[config.mk]
export PLATFORM = sky130hd
export DESIGN_NAME = fetch_stage
export DESIGN_NICKNAME = d
export VERILOG_FILES = /design/src/rtl/fetch_stage.sv
export SDC_FILE = /design/constraint.sdc
export NUM_CORES = 1
export LEC_CHECK = 0
export CAP_MARGIN = 25
export CORE_ASPECT_RATIO = 1.2
export CORE_MARGIN = 2
export CORE_UTILIZATION = 49
export CTS_CLUSTER_SIZE = 14
export DETAILED_ROUTE_END_ITERATION = 7
export PLACE_DENSITY = 0.92
export SYNTH_ARGS = -nofsm -noshare
export SYNTH_HDL_FRONTEND = slang
export SYNTH_SLANG_ARGS = --single-unit
export TNS_END_PERCENT = 5
[constraint.sdc]
create_clock -name clk -period 5.06 [get_ports clk]
set_input_delay 1.265 -clock clk [delete_from_list [all_inputs] [get_ports clk]]
set_output_delay 1.265 -clock clk [all_outputs]
set_load 0.005 [all_outputs]
[src/rtl/fetch_stage.sv]
// IF stage and IF/ID pipeline register of the 16-bit pipelined CPU.
// Owns the PC, a RUN/HALTED state machine for HLT and a debug fetch counter.
module fetch_stage #(
   parameter int                 PC_W      = 16,
   parameter int                 INSTR_W   = 16,
   parameter logic [INSTR_W-1:0] NOP_INSTR = 16'h0000,
   parameter logic [PC_W-1:0]    RESET_PC  = 16'h0000
) (
   input  logic               clk,
   input  logic               rst_n,
   input  logic               stallF,
   input  logic               stallD,
   input  logic               pcsrcD,
   input  logic [PC_W-1:0]    pcbranchD,
   input  logic               haltD,
   input  logic               resume_i,
   input  logic [INSTR_W-1:0] instr_i,
   output logic [PC_W-1:0]    pc_o,
   output logic [INSTR_W-1:0] instrD,
   output logic [PC_W-1:0]    pcplus1D,
   output logic               validD,
   output logic               halted_o,
   output logic [31:0]        fetch_count_o
);

   typedef enum logic {S_RUN = 1'b0, S_HALTED = 1'b1} state_t;

   state_t             r_state;
   state_t             w_state_nxt;
   logic [PC_W-1:0]    r_pc;
   logic [PC_W-1:0]    w_pc_nxt;
   logic [PC_W-1:0]    w_pc_inc;
   logic [PC_W-1:0]    r_pcplus1;
   logic [PC_W-1:0]    w_pcplus1_nxt;
   logic [INSTR_W-1:0] r_instr;
   logic [INSTR_W-1:0] w_instr_nxt;
   logic               r_valid;
   logic               w_valid_nxt;
   logic [31:0]        r_count;
   logic [31:0]        w_count_nxt;
   logic               w_hold;

   // stallD together with pcsrcD is the hazard unit's branch signature, so it flushes rather than holds
   assign w_hold   = stallF | (stallD & ~pcsrcD);
   assign w_pc_inc = r_pc + {{(PC_W-1){1'b0}}, 1'b1};

   // Next-state and next-register values, ordered by priority: hold, branch, halt, fetch
   always_comb begin
      w_state_nxt   = r_state;
      w_pc_nxt      = r_pc;
      w_pcplus1_nxt = r_pcplus1;
      w_instr_nxt   = r_instr;
      w_valid_nxt   = r_valid;
      w_count_nxt   = r_count;
      case (r_state)
         S_RUN: begin
            if (w_hold) begin
               w_state_nxt = S_RUN;
            end else if (pcsrcD) begin
               w_pc_nxt    = pcbranchD;
               w_instr_nxt = NOP_INSTR;
               w_valid_nxt = 1'b0;
            end else if (haltD && r_valid) begin
               w_state_nxt = S_HALTED;
               w_instr_nxt = NOP_INSTR;
               w_valid_nxt = 1'b0;
            end else begin
               w_pc_nxt      = w_pc_inc;
               w_pcplus1_nxt = w_pc_inc;
               w_instr_nxt   = instr_i;
               w_valid_nxt   = 1'b1;
               w_count_nxt   = r_count + 32'd1;
            end
         end
         S_HALTED: begin
            w_instr_nxt = NOP_INSTR;
            w_valid_nxt = 1'b0;
            if (resume_i) begin
               w_state_nxt = S_RUN;
            end else begin
               w_state_nxt = S_HALTED;
            end
         end
         default: begin
            w_state_nxt = S_RUN;
         end
      endcase
   end

   // State, PC, IF/ID and counter registers
   always_ff @(posedge clk or negedge rst_n) begin
      if (!rst_n) begin
         r_state   <= S_RUN;
         r_pc      <= RESET_PC;
         r_pcplus1 <= {PC_W{1'b0}};
         r_instr   <= NOP_INSTR;
         r_valid   <= 1'b0;
         r_count   <= 32'd0;
      end else begin
         r_state   <= w_state_nxt;
         r_pc      <= w_pc_nxt;
         r_pcplus1 <= w_pcplus1_nxt;
         r_instr   <= w_instr_nxt;
         r_valid   <= w_valid_nxt;
         r_count   <= w_count_nxt;
      end
   end

   assign pc_o          = r_pc;
   assign instrD        = r_instr;
   assign pcplus1D      = r_pcplus1;
   assign validD        = r_valid;
   assign halted_o      = (r_state == S_HALTED);
   assign fetch_count_o = r_count;

endmodule

Word level (Yosys, flattened, before mapping):

Cells that the tools add are included.

* input bits: 39
* output and inout port bits: 82
* logic and storage cells: 34
* bits in registers: 82

* reduce and logical (&&, ||, !) cells: 3
* multiplexer cells: 15
* eq/ne operators: 2
* bitwise operators: 6
* add/sub/neg operators: 2

Operators with widths (number)
* $mux W16: 5
* $add A32 B1 Y32 const B: 1
* $pmux W16 S2: 1
* $add A16 B1 Y16 const B: 1
* $mux W1: 7
* $ne A2 B2 Y1 const B: 2
* $not A1 Y1: 4
* $pmux W1 S2: 2
* $reduce_and A4 Y1: 1
* $reduce_and A3 Y1: 1
* $and A1 B1 Y1: 1
* $logic_and A1 B1 Y1: 1
* $or A1 B1 Y1: 1

Logic depth before layout (Yosys ltp):

* depth in word-level cells: 5
* depth in mapped cells: 6
* gate-level depth less buffers: 5

Worst setup path after synthesis:

Ideal clock, no wire load.

* path kind: input port to flip-flop
* from: input port pcsrcD
* to: register r_count[25], in the netlist fetch_count_o[25]
* arrival time: 2.431 ns
* stages: 5
* setup slack: 2.506 ns
* path buffers: 1
* cells stage by stage: or3_4 -> nor4_4 -> buf_6 -> nand4_2 -> xnor2_1

* cells in the longest elaborated chain, start to end: 5

Ends and longest elaborated chain
* from (decl): RTL line 13 `input logic pcsrcD,`
* $not A1 Y1 (no line) (*)
* $and A1 B1 Y1: RTL line 44 `assign w_hold = stallF | (stallD & ~pcsrcD);`
* $or A1 B1 Y1: RTL line 44
* $not A1 Y1 (no line)
* $reduce_and A4 Y1 (no line) (*)
* to (signal assigned): RTL line 105 `r_count <= w_count_nxt;`
* to (decl): RTL line 39 `logic [31:0] r_count;`

Mark *: on every way between the ends. The rest lies on a longest branch, timed or not.
A chain may end at the register's enable or synchronous reset.

Final worst setup path:

* from: input port pcsrcD
* to: register r_count[23], in the netlist fetch_count_o[23]

The elaborated chain is that of the path after synthesis.

==> results.sh <==
export IMPL_reg2reg_from="halted_o$_DFF_PN0_"
export IMPL_comb_power_share_pct=24.2
export IMPL_clockBufferDepth=2
export IMPL_die_h_um=102
export IMPL_pin_count=121
export IMPL_vias=3352
export IMPL_first_iter_violations=213
export IMPL_crit_required_ns=5.29
export IMPL_slowest_delay_ns=0.72
export IMPL_tightest_slew_ns=1.04
export IMPL_crit_buf_inv=2
export IMPL_synth_adder_area_share_pct=0.639
export IMPL_grt_pass1_vias=3259
export IMPL_hold_path_class="reg -> reg"
export IMPL_cp_top_family="simple AND/OR/NAND/NOR gates"
export IMPL_maxCapViolations=0
export IMPL_synth_compound_area_share_pct=13.0
export IMPL_worstSetupPathType="in -> reg"
export IMPL_yosysWarnings=0
export IMPL_yosysTopAreaCell="dfrtp_1"
export IMPL_swShare_pct=30.2
export IMPL_antenna_cells=0
export IMPL_critPathArrivalTime_ns=3.56
export IMPL_status="finished clean"
export IMPL_viasPerCell=5.78
export IMPL_p_switching_w=0.000530
export IMPL_synthXorXnorAreaFrac_pct=9.62
export IMPL_synth_most_common_cell="dfrtp_1"
export IMPL_grt_max_degree=83
export IMPL_powerDensity_nw_per_um2=328
export IMPL_min_from="fetch_count_o[31]$_DFFE_PN0P_"
export IMPL_htreeDepth=3
export IMPL_synth_common_cells="dfrtp_1 (82), xnor2_1 (38), nand2_1 (36)"
export IMPL_irDropWorstVdd_uv=200
export IMPL_synth_edf_count=0
export IMPL_dpl_cell_area_um2=5140
export IMPL_cp_end_kind="flip-flop"
export IMPL_start_kind="input pin"
export IMPL_drtPass1Iterations=5
export IMPL_relSlewSlack_pct=30.6
export IMPL_p_leak_nw=2.23
export IMPL_tns_ns=0
export IMPL_synthArstFlopShare_pct=100
export IMPL_cts_sinks=82
export IMPL_postLayoutCellArea_um2=5360
export IMPL_synth_area_um2=3920
export IMPL_grt_ovfl_total=0
export IMPL_syn_to_final_growth_pct=36.9
export IMPL_drive_above_1_share_pct=6.35
export IMPL_place_inst=563
export IMPL_nNetsFinal=524
export IMPL_synth_top_area_share_pct=52.4
export IMPL_synth_ff_type="dfrtp_1"
export IMPL_cpMaxStageDelayCell="nor4_4"
export IMPL_die_x_um=85.6
export IMPL_grtUsageTotal_pct=22.9
export IMPL_period_needed_ns=3.33
export IMPL_coreArea_um2=7710
export IMPL_clock_latency_ns=0.34
export IMPL_p_seq_share_pct=48.3
export IMPL_grt_first_pass_wirelength_um=15700
export IMPL_clkPwrFrac_pct=27.5
export IMPL_p_int_w=0.00123
export IMPL_ys_top_cells_by_area="dfrtp_1 (52%), xnor2_1 (8.5%), nand4_1 (4.0%)"
export IMPL_crit_fanout=39
export IMPL_postRouteAntennaNets=0
export IMPL_wl_per_cell_um=16.9
export IMPL_dieArea_um2=8730
export IMPL_root_buffer="clkbuf_8"
export IMPL_synthCells=372
export IMPL_post_synth_num_cell_types=43
export IMPL_slew_violations=0
export IMPL_syn_avg_cell_area_um2=10.5
export IMPL_startpoint="pcsrcD"
export IMPL_finalSetupViolCount=0
export IMPL_synth_nets=413
export IMPL_clk_pin_slew_ns=0.08
export IMPL_synth_seq_area_share_pct=52.4
export IMPL_numCtsBuffers=9
export IMPL_routed_wl_um=9820
export IMPL_cts_resized=0
export IMPL_fin_skew_ns=0.00587
export IMPL_cts_tree="built"
export IMPL_synth_mux_area_fraction_pct=0.511
export IMPL_finalCritPeriodShare_pct=65.8
export IMPL_synth_top_family_by_area="simple AND/OR/NAND/NOR gates"
export IMPL_layout_cells_non_filler=580
export IMPL_synth_seq_cells=82
export IMPL_rsz0062_at_grt="no"
export IMPL_antenna_found_initial=0
export IMPL_gp_congestion=0.802
export IMPL_finalHoldViolations=0
export IMPL_synth_simple_area_share_pct=20.3
export IMPL_fmax_mhz=300
export IMPL_post_cts_buffers=0
export IMPL_postCtsHoldBufs=0
export IMPL_io_buffers=120
export IMPL_fp_row_count=35
export IMPL_crit_chain="clkdlybuf4s50_1 > buf_4 > or3_4 > nor4_4 > nand4_1 > xnor2_1"
export IMPL_hpwl_um=7010
export IMPL_drcViolationCount=0
export IMPL_start_util_pct=50.8
[per-layer routing]
| layer | wire length (µm) | vias up | track usage, % |
|---|---|---|---|
| met5 | 0 | - | 0 |
| li1 | - | 1568 | - |
| met1 | 4000 | 1618 | 29.5 |
| met3 | 629 | 24 | 4.04 |
| met2 | 4870 | 142 | 36.8 |
| met4 | 314 | 0 | 12.8 |
[through the flow]
step	utilization (%)	total power [W]	hold slack (ns)	worst slack, ns
4_1_cts	69.3	0.00177	0.486	1.76
2_1_floorplan	-	0.00101	0.468	2.51
5_1_grt	69.6	0.00185	0.503	1.58
6_report	69.6	0.00176	0.481	1.73
3_5_place_dp	66.7	0.00129	0.474	1.41
3_3_place_gp	66.7	0.00127	0.462	1.46
[placed cells by master, fill, tap and decap left out, types with 4 or more instances in the layout]
cell type        instances
a211o_1                  4
a21oi_1                  7
a22o_1                  16
and3_1                  10
and4_1                   5
buf_4                    4
clkbuf_8                 9
clkdlybuf4s50_1        119
dfrtp_1                 82
inv_1                    7
nand2_1                 36
nand3_1                 23
nand4_1                 25
nor2_1                  13
nor3_1                   6
o21ai_0                 28
o2bb2ai_1                4
xnor2_1                 38
xor2_1                   5
[power by group through the flow]
stage / logic [W] / clock network (W) / registers [W]
after global routing: 0.000465 / 0.000519 / 0.000863
after CTS: 0.000430 / 0.000490 / 0.000849
after floorplan: 0.000175 / 0 / 0.000832
after detailed placement: 0.000428 / 0 / 0.000860
after global placement: 0.000412 / 0 / 0.000858
final: 0.000425 / 0.000483 / 0.000850
[cell type report]
cell class,count,area (µm²)
Clock buffer,9,124
Clock inverter,7,76.3
Fill cell,560,2340
Inverter,7,26.3
Multi-Input combinational cell,259,1730
Sequential cell,82,2050
Tap cell,92,115
Timing Repair Buffer,124,1240
[registers in the layout (all words and copies together), names as in the netlist]
signal and cells:
fetch_count_o 32, pcplus1D 16, validD 1, instrD 16
pc_o 16, halted_o 1
[worst paths after layout]
kind / cells after the start / to / slack, ns
worst max-delay path: 6 / fetch_count_o[23]$_DFFE_PN0P_ / 1.73
worst min-delay path: 1 / fetch_count_o[31]$_DFFE_PN0P_ / 0.48
worst max register to register: 4 / fetch_count_o[23]$_DFFE_PN0P_ / 2.87
worst min register to register: 1 / fetch_count_o[31]$_DFFE_PN0P_ / 0.48
max in group asynchronous: 2 / fetch_count_o[1]$_DFFE_PN0P_ / 3.56
min in group asynchronous: 1 / pcplus1D[3]$_DFFE_PN0P_ / 0.89
[kinds of logic (layout without fill, tap and decap cells)]
| kind of cell | Yosys count | count (layout) |
|---|---|---|
| compound gates | 75 | 75 |
| simple gates | 137 | 137 |
| flops | 82 | 82 |
| xor+xnor | 43 | 43 |
| mux | 2 | 2 |
| fa+ha+maj | 2 | 2 |
| buf+inv | 31 | 147 |
Note: power is estimated with default switching activity, not from simulation.
